## src/rtl/spi_master.sv

```systemverilog
// SPI master, mode 0, LSB first, one SS frame per byte.
// Optional MISO capture is built only with SPI_MASTER_RX_EN.
module spi_master #(
  parameter int CLK_DIV    = 8,
  parameter int GAP_CYCLES = 4
) (
  input  logic       clk,
  input  logic       rst,
  input  logic [7:0] tx_data,
  input  logic       tx_valid,
  output logic       tx_ready,
  output logic [7:0] rx_data,
  output logic       rx_valid,
  output logic       busy,
  output logic       SCK,
  output logic       SS,
  output logic       MOSI,
  input  logic       MISO
);

  typedef enum logic [2:0] {
    IDLE, LEAD, HIGH, LOW, GAP
  } state_t;

  localparam logic [7:0] DIV_M1 = 8'(CLK_DIV - 1);
  localparam logic [7:0] GAP_M1 = 8'(GAP_CYCLES - 1);

  state_t     state_q, state_d;
  logic [7:0] cnt_q, cnt_d;
  logic [2:0] bit_q, bit_d;
  logic [7:0] tx_sh_q, tx_sh_d;
  logic       sck_q, sck_d;
  logic       ss_q, ss_d;
  logic       mosi_q, mosi_d;
  logic       half_done;
  logic       in_frame;
  logic       rise_now;

  assign half_done = (cnt_q == DIV_M1);
  assign in_frame  = (state_q == LEAD) || (state_q == HIGH)
                  || (state_q == LOW);
  assign rise_now  = (state_q == HIGH) && (cnt_q == 8'd0);

  always_comb begin
    state_d = state_q;
    cnt_d   = cnt_q + 8'd1;
    bit_d   = bit_q;
    tx_sh_d = tx_sh_q;
    unique case (state_q)
      IDLE: begin
        cnt_d = 8'd0;
        if (tx_valid) begin
          state_d = LEAD;
          tx_sh_d = tx_data;
          bit_d   = 3'd0;
        end
      end
      LEAD: begin
        if (half_done) begin
          state_d = HIGH;
          cnt_d   = 8'd0;
        end
      end
      HIGH: begin
        if (half_done) begin
          cnt_d = 8'd0;
          if (bit_q == 3'd7) begin
            state_d = GAP;
          end else begin
            state_d = LOW;
            tx_sh_d = {1'b1, tx_sh_q[7:1]};
          end
        end
      end
      LOW: begin
        if (half_done) begin
          state_d = HIGH;
          cnt_d   = 8'd0;
          bit_d   = bit_q + 3'd1;
        end
      end
      GAP: begin
        if (cnt_q == GAP_M1) begin
          state_d = IDLE;
          cnt_d   = 8'd0;
        end
      end
      default: begin
        state_d = IDLE;
        cnt_d   = 8'd0;
      end
    endcase
  end

  // Pins are registered from the state, so they trail it by one clk.
  always_comb begin
    sck_d  = (state_q == HIGH);
    ss_d   = !in_frame;
    mosi_d = in_frame ? tx_sh_q[0] : 1'b1;
  end

  always_ff @(posedge clk) begin
    if (rst) begin
      state_q <= IDLE;
      cnt_q   <= 8'd0;
      bit_q   <= 3'd0;
      tx_sh_q <= 8'd0;
      sck_q   <= 1'b0;
      ss_q    <= 1'b1;
      mosi_q  <= 1'b1;
    end else begin
      state_q <= state_d;
      cnt_q   <= cnt_d;
      bit_q   <= bit_d;
      tx_sh_q <= tx_sh_d;
      sck_q   <= sck_d;
      ss_q    <= ss_d;
      mosi_q  <= mosi_d;
    end
  end

`ifdef SPI_MASTER_RX_EN
  logic [7:0] rx_sh_q, rx_sh_d;
  logic [7:0] rx_data_q, rx_data_d;
  logic       rx_valid_q, rx_valid_d;
  logic       frame_end;

  assign frame_end = (state_q == GAP) && (cnt_q == 8'd0);

  always_comb begin
    rx_sh_d    = rise_now ? {MISO, rx_sh_q[7:1]} : rx_sh_q;
    rx_data_d  = frame_end ? rx_sh_q : rx_data_q;
    rx_valid_d = frame_end;
  end

  always_ff @(posedge clk) begin
    if (rst) begin
      rx_sh_q    <= 8'd0;
      rx_data_q  <= 8'd0;
      rx_valid_q <= 1'b0;
    end else begin
      rx_sh_q    <= rx_sh_d;
      rx_data_q  <= rx_data_d;
      rx_valid_q <= rx_valid_d;
    end
  end

  assign rx_data  = rx_data_q;
  assign rx_valid = rx_valid_q;
`else
  logic unused_rx;
  assign unused_rx = MISO ^ rise_now;
  assign rx_data   = 8'h00;
  assign rx_valid  = 1'b0;
`endif

  assign tx_ready = (state_q == IDLE);
  assign busy     = (state_q != IDLE);
  assign SCK      = sck_q;
  assign SS       = ss_q;
  assign MOSI     = mosi_q;

endmodule

```

## config.mk

```make
export PLATFORM = sky130hd
export DESIGN_NAME = spi_master
export DESIGN_NICKNAME = d
export VERILOG_FILES = /design/src/rtl/spi_master.sv
export SDC_FILE = /design/constraint.sdc
export NUM_CORES = 1
export LEC_CHECK = 0
export BUFFER_PORTS_ARGS = -buffer_cell sky130_fd_sc_hd__buf_2
export CORE_MARGIN = 5
export CORE_UTILIZATION = 25
export DETAILED_ROUTE_END_ITERATION = 10
export HOLD_SLACK_MARGIN = 0.08
export MAX_ROUTING_LAYER = met4
export PLACE_DENSITY_LB_ADDON = 0.12
export SLEW_MARGIN = 30
export SYNTH_ARGS = -nofsm -noshare
export SYNTH_HDL_FRONTEND = slang
export SYNTH_SLANG_ARGS = --single-unit
```

## constraint.sdc

```tcl
create_clock -name clk -period 1.72 [get_ports clk]
set_clock_uncertainty 0.1 [all_clocks]
set_input_delay 0.344 -clock clk [delete_from_list [all_inputs] [get_ports clk]]
set_output_delay 0.344 -clock clk [all_outputs]
set_load 0.005 [all_outputs]
```

# == Word-level counts from Yosys, hierarchy flattened ==
# Cells that the tools add are included.
# totals
wordCells,52
input_bits,12
out_inout_bits,14
ff_bits,25
# op_classes
eq_ne,13
bitwise_logic,1
n_mux,16
addsub,2
reduce_logical,13
# op_table
operator,count
$mux W8,5
$pmux W8 S2,2
$mux W3,7
$pmux W3 S4,1
$add A8 B1 Y8 const B,1
$eq A8 B2 Y1 const B,1
$eq A8 B3 Y1 const B,1
$ne A2 B2 Y1 const B,4
$reduce_and A4 Y1,2
$eq A3 B2 Y1 const B,2
$eq A3 B3 Y1 const B,2
$pmux W3 S2,1
$ne A2 B1 Y1 const B,2
$reduce_bool A2 Y1,2
$reduce_or A2 Y1,2
$add A3 B1 Y3 const B,1
$eq A3 B1 Y1 const B,1
$logic_not A3 Y1,1
$reduce_and A3 Y1,1
$reduce_bool A3 Y1,1
$reduce_or A3 Y1,1
$logic_or A1 B1 Y1,2
$logic_not A1 Y1,1
$not A1 Y1,1

# == Logic depth before layout (Yosys ltp) ==
# Gate-level depths: netlist of run 1.
# depth
ltp_word,5
mapped_depth,7
depth_no_buf,6

# == Worst setup path before layout of run 1 ==
# No wires, ideal clock.
# synth_timing
kind,flip-flop to flip-flop
start,reg cnt_q[0]
end,reg tx_sh_q[0]
t_arrival_ns,1.544
setup_ns,0.087
path_buffers,2
slack_ns,-0.011
synth_period_minus_slack_ns,1.731
stages_incl_launch_ff,8
required_ns,1.533
cell_sequence,dfxtp_1 -> ha_1 -> buf_2 -> and4bb_1 -> nand4_4 -> and2_4 -> buf_6 -> o31ai_1
# synth_via
elab_chain_cells,3
# synth_lines
element,line_no,rtl
from (decl),29,"logic [7:0] cnt_q, cnt_d;"
from (signal assigned),113,cnt_q <= cnt_d;
$eq A8 B3 Y1,39,assign half_done = (cnt_q == DIV_M1);
$ne A2 B1 Y1 (no source line),n/a,
$reduce_and A4 Y1 (no source line),n/a,
to (signal assigned),115,tx_sh_q <= tx_sh_d;
to (decl),31,"logic [7:0] tx_sh_q, tx_sh_d;"
# Every way passes these cells.
# A chain may end at the register's enable or synchronous reset.

# == Worst setup path in the final report of run 1 ==
# layout_timing
start,reg state_q[0]
end,out tx_ready
# layout_via
elab_chain_cells,1
# layout_lines
element,line_no,rtl
from (decl),28,"state_t state_q, state_d;"
from (signal assigned),112,state_q <= state_d;
$logic_not A3 Y1,157,assign tx_ready = (state_q == IDLE);
to (decl),11,"output logic tx_ready,"
# Every way passes these cells.

==> impl_metrics.toml, run 1 <==
[die]
start_util_pct = 26.2
fp.dieArea_mm2 = 0.00699
rows = 26
design.core.area_mm2 = 0.00517
floorplan.die.height_um = 83.6
die_width_um = 83.6
num_io_pins = 26

[worst_setup_path]
worst_ep_required_time_ps = 1280
setup.worst_path.class = "reg2out"
critical_path.startpoint_type = "flip-flop"
cells_along_the_critical_path = "buf_6 > or3_4 > inv_2 > buf_6"
setup.reg_to_reg.worst_slack_ps = 80
worst_path_dominant_cell_family = "simple AND/OR/NAND/NOR gates"
reg2reg_from = "state_q[0]$_SDFFE_PP0P_"
setup.worst_path.start = "state_q[0]$_SDFFE_PP0P_"
cp_slowest_cell = "sky130_fd_sc_hd__or3_4"
cp.buffers_inverters = 3
end_kind = "primary output"
cp_dominant_cell_by_count = "sky130_fd_sc_hd__buf_6"
critical-path-max-stage-delay_ps = 380
reg2reg_to = "tx_sh_q[2]$_SDFFE_PP0P_"
worst-endpoint-arrival_ps = 1230
r2r.worst_path.cells = 4
worstPathMaxFanout = 5

[hold_path]
min_delay_path_depth = 2
min_delay_worst_endpoint = "cnt_q[2]$_SDFF_PP0_"
worst_hold_path_type = "in2reg"
timing.hold.worst.start = "rst"

[layout]
drive_above_1_share_pct = 33.5
layoutNonFillerInstCount = 237
insertedDiodeCount = 0
fin_util_pct = 31.1
area_growth_syn_to_layout_pct = 18.8
nNetsFinal = 183

[timing]
grt_setup_unrepaired = "true"
fmax_mhz = 596
finalMaxSlewViolations = 0
final_worst_slack_ps = 41.9
hold_violations = 0
fin_crit_ps = 1680
timing.final.crit_share_pct = 97.6
report.final.setup_viol = 0
tns_ps = 0

[route]
vias_per_cell = 4.42
vias = 1047
drt-wirelength-per-cell_um = 12.1
detail_route.iter0.violations = 18
drt.antenna.violating_nets = 0
drcViolationCount = 0
detailedRoute.firstPassIterationCount = 4
totalWireLength_um = 2870

[yosys]
synth-main-ff-cell = "sky130_fd_sc_hd__dfxtp_1"
synth-seq-area-share_pct = 36.9
ys_ff_latch = 25
synthCells = 143
post_synth_main_area_contributors = "sky130_fd_sc_hd__dfxtp_1 (37%), sky130_fd_sc_hd__buf_4 (6.1%), sky130_fd_sc_hd__nand4b_1 (5.2%), sky130_fd_sc_hd__mux2i_1 (4.4%), sky130_fd_sc_hd__o31ai_2 (3.7%)"
cell_with_the_most_instances_after_synthesis = "sky130_fd_sc_hd__dfxtp_1"
synthesis.area_per_instance_um2 = 9.48
synth.cells.most_frequent = "sky130_fd_sc_hd__dfxtp_1 (25), sky130_fd_sc_hd__buf_4 (11), sky130_fd_sc_hd__nor2_1 (10), sky130_fd_sc_hd__nand4b_1 (8), sky130_fd_sc_hd__nand2_1 (7)"
netlist-cell-type-count = 43
ys.warnings.count = 0
synth_edf_count = 0
synth-async-reset-ratio_pct = 0
netlist_area_mm2 = 0.00136
area_share_of_the_largest_cell_type_after_synthesis_pct = 36.9
synth_top_area_cell = "sky130_fd_sc_hd__dfxtp_1"

[global_routing]
grt_pass1_wl_um = 4910
antenna_found_initial = 0
grt_util_all_layers_pct = 8.67
grt_pass1_vias = 1080
overflow = 0
grt_start_max_net_pins = 20

[pwr]
power_density_mw_per_mm2 = 1260
design_power_total_mw = 2.03
ir_worst_vdd_v = 0.000418
leakage_nw = 0.605

[placement]
pre_cts_ws_ps = 43.6
dp_cells = 229
place.gp.congestion = 0.814
dpl.hpwl_um = 2150
port-buffer-count = 15

[clock_network]
clkSlewWorstSetupHoldPaths_ps = 80
root_buffer = "sky130_fd_sc_hd__clkbuf_8"
cts_hold_buf = 0
cts.sink_count = 25
clkLatencyLatePin_ps = 260
tritoncts.num_buffers = 3
htreeDepth = 1
cts_tree = "done"
clock_path_buffers = 2

[flow_run]
max_capacitance_violation_count = 0

[run_status]
status = "completed"
==> registers in the layout, summed over array words and instances (netlist names) <==
| name | flops |
|---|---|
| cnt_q | 8 |
| tx_sh_q | 8 |
| bit_q | 3 |
| state_q | 3 |
| MOSI | 1 |
| SCK | 1 |
| SS | 1 |
==> worst register-to-register path, delay by kind of cell (launching register included) <==
| family | cells | cell delay [ps] |
|---|---|---|
| simple gates | 2 | 770 |
| flops | 1 | 330 |
| compound gates | 1 | 230 |
| buf+inv | 1 | 120 |
==> placed cells by master (no fill, tap or decap), types with 3 or more instances in the layout <==
master                     count
sky130_fd_sc_hd__buf_2        14
sky130_fd_sc_hd__xnor2_1       5
sky130_fd_sc_hd__nand3_1       6
sky130_fd_sc_hd__inv_1         5
sky130_fd_sc_hd__buf_4        15
sky130_fd_sc_hd__o31ai_1       3
sky130_fd_sc_hd__dfxtp_1      22
sky130_fd_sc_hd__nand2_1       7
sky130_fd_sc_hd__nand4b_1      8
sky130_fd_sc_hd__a21oi_1       4
sky130_fd_sc_hd__nor2_1       10
sky130_fd_sc_hd__or2_2         4
sky130_fd_sc_hd__ha_1          3
sky130_fd_sc_hd__xor2_1        4
sky130_fd_sc_hd__o31ai_2       4
sky130_fd_sc_hd__conb_1        9
sky130_fd_sc_hd__clkbuf_8      3
sky130_fd_sc_hd__mux2i_1       6
==> per-layer routing <==
layer | routed length, um | share of wire [%] | global-route usage [%] | vias up
met5 | 0 | 0 | - | -
met4 | 34 | 1.2 | 3.36 | 0
met2 | 1320 | 46 | 13.2 | 19
met3 | 117 | 4.1 | 2.27 | 4
li1 | - | - | - | 528
met1 | 1400 | 49 | 11.0 | 496
==> cell families (layout without fill, tap and decap cells) <==
| family | Yosys count | in the layout | share of synthesized area (%) |
|---|---|---|---|
| and+or+nand+nor | 53 | 53 | 25.7 |
| DFF | 25 | 25 | 36.9 |
| buffers and inverters | 25 | 41 | 10.8 |
| AOI/OAI and AO/OA | 20 | 20 | 12.5 |
| xor gates and xnor gates | 9 | 9 | 5.82 |
| muxes | 7 | 7 | 5.26 |
| adders and majority gates | 3 | 3 | 2.77 |
| other | 1 | 9 | 0.277 |
==> report_power, final <==
group	leakage, nW	switching (mW)	internal, mW
clock network	0.0228	0.181	0.166
registers	0.205	0.0769	0.701
logic	0.377	0.431	0.470
==> area by class of cell <==
class	count	area (um^2)
Fill cell	562	3560
Multi-Input combinational cell	101	743
Sequential cell	25	507
Timing Repair Buffer	31	205
Tap cell	70	87.6
Clock buffer	4	45.0
Inverter	6	22.5
==> how the worst max path moves through the flow <==
stage | end | cells past startpoint
after global placement | state_q[0]$_SDFFE_PP0P_ | 5
after floorplan | tx_sh_q[0]$_SDFFE_PP0P_ | 7
after detailed placement | bit_q[2]$_SDFFE_PP0P_ | 5
after CTS | tx_ready | 4
final | tx_ready | 4
after global routing | tx_ready | 4
==> per-stage QoR <==
stage | instance area (um^2) | hold WS, ps
after floorplan | 1390 | 313
after global placement | 1510 | 328
after detailed placement | 1510 | 346
after CTS | 1560 | 233
after global routing | 1610 | 235
final | 1610 | 240
==> what timing repair did <==
action | in CTS | in global routing
pin swaps | 1 | 2
resized for setup | 3 | 5
setup endpoints to repair | 2 | 4
setup buffers | 0 | 5
Power figures use the tool's default switching activity.
==> run 2, diff against run 1 <==
CORE_UTILIZATION = 35   (was 25)
==> impl_metrics.toml, run 2 (synthesis results as in run 1) <==
[run_status]
status = "completed"

[layout]
fill_cell_instance_count_of_the_final_layout = 378
final_design_area_no_fill_mm2 = 0.00157
nNetsFinal = 181
layout.cells.most_common = "sky130_fd_sc_hd__dfxtp_1"
drive_above_1_share_pct = 33.3
layout_top_registers = "cnt_q (8), tx_sh_q (8)"
insertedDiodeCount = 0
most-common-layout-cells = "sky130_fd_sc_hd__dfxtp_1 (23), sky130_fd_sc_hd__buf_2 (15), sky130_fd_sc_hd__buf_4 (12), sky130_fd_sc_hd__nor2_1 (10), sky130_fd_sc_hd__conb_1 (9)"
area_growth_syn_to_layout_pct = 16.1

[pwr]
netSwitchingPower_uw = 698
ir_worst_vdd_v = 0.000415
seqPwrFrac_pct = 40.2
design_power_total_mw = 1.98
switching_share_pct = 35.3
comb_power_share_pct = 41.8
power_frac_clock_pct = 18.0
leakage_nw = 0.600
power_density_mw_per_mm2 = 1260
intPower_mw = 1.28

[timing]
finalMaxSlewViolations = 0
timing.final.crit_share_pct = 97.4
grt_setup_unrepaired = "true"
report.final.setup_viol = 0
fmax_mhz = 597
hold_violations = 0
tns_ps = 0
fin_crit_ps = 1670

[global_routing]
grt_util_all_layers_pct = 11.1
overflow = 0
antenna_found_initial = 0
grt_start_max_net_pins = 17
grt_pass1_wl_um = 4590
grt_pass1_vias = 1018

[worst_setup_path]
cells_along_the_critical_path = "buf_4 > or4b_4 > and2_4 > o31ai_1"
critical-path-max-stage-delay_ps = 530
end_kind = "flip-flop"
worst_ep_required_time_ps = 1810
worstPathMaxFanout = 8
critical_path.startpoint_type = "flip-flop"
cp_slowest_cell = "sky130_fd_sc_hd__or4b_4"
r2r.worst_path.cells = 4
worst-endpoint-arrival_ps = 1770
setup.worst_path.class = "reg2reg"

[flow_run]
max_capacitance_violation_count = 0

[route]
vias = 1059
totalWireLength_um = 2760
detailedRoute.firstPassIterationCount = 4
detail_route.iter0.violations = 51
drt-wirelength-per-cell_um = 12.9
vias_per_cell = 4.97
drt.antenna.violating_nets = 0
drcViolationCount = 0

[hold_path]
min_delay_path_depth = 2
worst_hold_path_type = "in2reg"

[die]
die_width_um = 72.2
design.core.area_mm2 = 0.00372
num_io_pins = 26
floorplan.die.height_um = 72.2
fp.dieArea_mm2 = 0.00522
start_util_pct = 36.5
rows = 22

[clock_network]
clock_path_buffers = 2
cts_tree = "done"
htreeDepth = 1
clkLatencyLatePin_ps = 270
tritoncts.num_buffers = 3
cts.sink_count = 25
cts_hold_buf = 0
root_buffer = "sky130_fd_sc_hd__clkbuf_8"
clkSlewWorstSetupHoldPaths_ps = 90

[placement]
place.gp.congestion = 0.703
port-buffer-count = 15
dpl.hpwl_um = 1980
placed_cell_area_mm2 = 0.00148
-- run 2: cell types whose count changed in the layout (fill, tap and decap cells not counted) --
cell and delta:
sky130_fd_sc_hd__buf_4 -3, sky130_fd_sc_hd__dfxtp_1 +1, sky130_fd_sc_hd__and2_4 +1, sky130_fd_sc_hd__o31ai_1 -2, sky130_fd_sc_hd__inv_1 +1, sky130_fd_sc_hd__clkbuf_1 -1, sky130_fd_sc_hd__o31ai_2 +2, sky130_fd_sc_hd__buf_2 +1
sky130_fd_sc_hd__clkinv_2 +1, sky130_fd_sc_hd__inv_2 -1, sky130_fd_sc_hd__buf_6 -1, sky130_fd_sc_hd__dfxtp_2 -1
-- run 2: what timing repair did --
item / 4_1_cts / 5_1_grt
setup endpoints to repair: 2 / 12
cloned: 0 / 1
gates resized for setup: 3 / 5
pin swaps: 1 / 2
setup buffers: 1 / 2
-- run 2: area by class of cell --
| type | count | area (um^2) | area share, % |
|---|---|---|---|
| flip-flops and latches | 25 | 505 | 32.1 |
| well taps | 48 | 60.1 | 3.82 |
| multi-input cells | 102 | 762 | 48.4 |
| repair buffers | 28 | 176 | 11.2 |
| clock buffers | 3 | 41.3 | 2.63 |
| clock inverters | 1 | 5.00 | 0.318 |
| inverters | 6 | 22.5 | 1.43 |
-- run 2: path summary, 6_finish.rpt --
kind | start | endpoint | slack (ps)
setup reg to reg | state_q[2]$_SDFFE_PP0P_ | tx_sh_q[0]$_SDFFE_PP0P_ | 50
hold reg to reg | cnt_q[0]$_SDFF_PP0_ | cnt_q[0]$_SDFF_PP0_ | 340
hold / removal | rst | bit_q[1]$_SDFFE_PP0P_ | 270
setup / recovery | state_q[2]$_SDFFE_PP0P_ | tx_sh_q[0]$_SDFFE_PP0P_ | 50
-- run 2: critical path: cells and delay by family (launching register included) --
| family | cells | cell delay, ps |
|---|---|---|
| flops | 1 | 380 |
| simple gates | 2 | 730 |
| buf+inv | 1 | 150 |
| compound gates | 1 | 220 |
-- run 2: per-stage QoR --
step | cells | hold WS (ps) | utilization (%) | setup WS (ps)
2_1_floorplan | 151 | 313 | - | 15.9
3_3_place_gp | 206 | 323 | 39.8 | 106
3_5_place_dp | 206 | 334 | 39.8 | 52.6
4_1_cts | 210 | 268 | 41.3 | 19.1
5_1_grt | 213 | 295 | 42.3 | -4.51
6_report | 213 | 270 | 42.3 | 45.3
-- run 2: layer usage --
metal  GRT usage, %  routed length, um  share of wire [%]  vias to the layer above
met2           18.9               1320                 48                       20
met1           13.3               1300                 47                      507
met3           2.22                107                3.9                        5
li1               -                  -                  -                      527
met5              -                  0                  0                        -
met4           3.13                 27               0.98                        0
-- run 2: power by group through the flow --
stage	Sequential (mW)	Combinational, mW	Clock [mW]
after global placement	0.791	0.753	0
final	0.796	0.826	0.356
after floorplan	0.757	0.624	0
after detailed placement	0.794	0.765	0
after global routing	0.810	0.920	0.390
after CTS	0.789	0.781	0.369
==> run 3, diff against run 2 <==
SLEW_MARGIN = not set   (was 30)
clock period = 2 ns   (was 1.72 ns; I/O delays follow)
==> impl_metrics.toml, run 3 (synthesis results as in run 1) <==
[clock_network]
cts_tree = "done"
clock_path_buffers = 2
clkLatencyLatePin_ps = 260
htreeDepth = 1
cts.sink_count = 25
post_cts_resized = 0
cts_hold_buf = 0
cts_post_setup_buffers_inserted = 0
tritoncts.num_buffers = 3
clkSlewWorstSetupHoldPaths_ps = 80
root_buffer = "sky130_fd_sc_hd__clkbuf_8"

[timing]
timing.final.crit_share_pct = 88.9
hold_violations = 0
fin_crit_ps = 1780
fmax_mhz = 562
grt_setup_unrepaired = "false"
finalMaxSlewViolations = 0
tns_ps = 0
report.final.setup_viol = 0
final_worst_slack_ps = 222

[die]
fp.dieArea_mm2 = 0.00522
die_width_um = 72.2
rows = 22
start_util_pct = 36.5
floorplan.die.height_um = 72.2
num_io_pins = 26
design.core.area_mm2 = 0.00372

[pwr]
netSwitchingPower_uw = 546
leakage_nw = 0.556
intPower_mw = 1.03
comb_power_share_pct = 38.1
ir_worst_vdd_v = 0.000388
switching_share_pct = 34.7
power_frac_clock_pct = 18.0
seqPwrFrac_pct = 43.8
design_power_total_mw = 1.57
power_density_mw_per_mm2 = 1060

[route]
vias_per_cell = 4.83
drt.antenna.violating_nets = 0
vias = 991
totalWireLength_um = 2540
detail_route.iter0.violations = 46
detailedRoute.firstPassIterationCount = 4
drt-wirelength-per-cell_um = 12.4
drcViolationCount = 0

[global_routing]
grt_start_max_net_pins = 14
grt_pass1_wl_um = 4130
grt_util_all_layers_pct = 10.3
antenna_found_initial = 0
grt_pass1_vias = 898
overflow = 0

[layout]
drive_above_1_share_pct = 25.5
insertedDiodeCount = 0
layout_top_registers = "cnt_q (8), tx_sh_q (8)"
nNetsFinal = 173
fill_cell_instance_count_of_the_final_layout = 381
area_growth_syn_to_layout_pct = 9.70
layout.cells.most_common = "sky130_fd_sc_hd__dfxtp_1"
most-common-layout-cells = "sky130_fd_sc_hd__dfxtp_1 (25), sky130_fd_sc_hd__buf_2 (15), sky130_fd_sc_hd__nor2_1 (10), sky130_fd_sc_hd__conb_1 (9), sky130_fd_sc_hd__nand4b_1 (8)"

[placement]
pre_cts_ws_ps = 282
port-buffer-count = 15
dpl.hpwl_um = 1910
place.gp.congestion = 0.772

[worst_setup_path]
critical_path.startpoint_type = "flip-flop"
critical-path-max-stage-delay_ps = 440
cp_slowest_cell = "sky130_fd_sc_hd__or3_1"
end_kind = "primary output"
worst-endpoint-arrival_ps = 1280
cells_along_the_critical_path = "or3_1 > inv_1 > buf_2"
worstPathMaxFanout = 8
setup.worst_path.class = "reg2out"
worst_ep_required_time_ps = 1500

[run_status]
status = "completed"

[flow_run]
max_capacitance_violation_count = 0

[hold_path]
worst_hold_path_type = "reg2reg"
-- run 3: through the flow --
| stage | util [%] | area (um^2) | std cells | hold slack (ps) |
|---|---|---|---|---|
| after global placement | 38.8 | 1440 | 201 | 326 |
| after floorplan | - | 1390 | 151 | 313 |
| after CTS | 40.0 | 1490 | 205 | 343 |
| after global routing | 40.0 | 1490 | 205 | 375 |
| final | 40.0 | 1490 | 205 | 336 |
| after detailed placement | 38.8 | 1440 | 201 | 330 |
-- run 3: layer usage --
metal | track usage [%] | vias to the layer above | routed length, um
li1 | - | 508 | -
met1 | 12.4 | 463 | 1170
met2 | 16.6 | 18 | 1240
met3 | 3.32 | 2 | 113
met4 | 2.51 | 0 | 19
met5 | - | - | 0
-- run 3: power by group through the flow --
stage               logic, mW  registers [mW]  clock network, mW
finish                  0.599           0.689              0.284
global route            0.663           0.707              0.323
CTS                     0.608           0.691              0.307
detailed placement      0.606           0.702                  0
global placement        0.600           0.700                  0
floorplan               0.536           0.651                  0
-- run 3: final cells by class --
class / count / area [um^2] / share of cell area (%)
Timing Repair Buffer: 21 / 120 / 8.08
Clock buffer: 4 / 45.0 / 3.03
Inverter: 6 / 22.5 / 1.52
Sequential cell: 25 / 500 / 33.7
Tap cell: 48 / 60.1 / 4.04
Multi-Input combinational cell: 101 / 738 / 49.7
-- run 3: worst paths after layout --
check                             to                     from  cells after the start  slack [ps]
min reg2reg      cnt_q[0]$_SDFF_PP0_      cnt_q[0]$_SDFF_PP0_                      1         340
min              cnt_q[0]$_SDFF_PP0_      cnt_q[0]$_SDFF_PP0_                      1         340
max                         tx_ready  state_q[0]$_SDFFE_PP0P_                      3         220
max reg2reg  tx_sh_q[0]$_SDFFE_PP0P_  state_q[0]$_SDFFE_PP0P_                      3         220
-- run 3: worst max-delay path: cells and delay by family, from the launching register on --
kind | cells | cell delay [ps]
and+or+nand+nor | 1 | 440
buffers and inverters | 2 | 160
DFF | 1 | 410
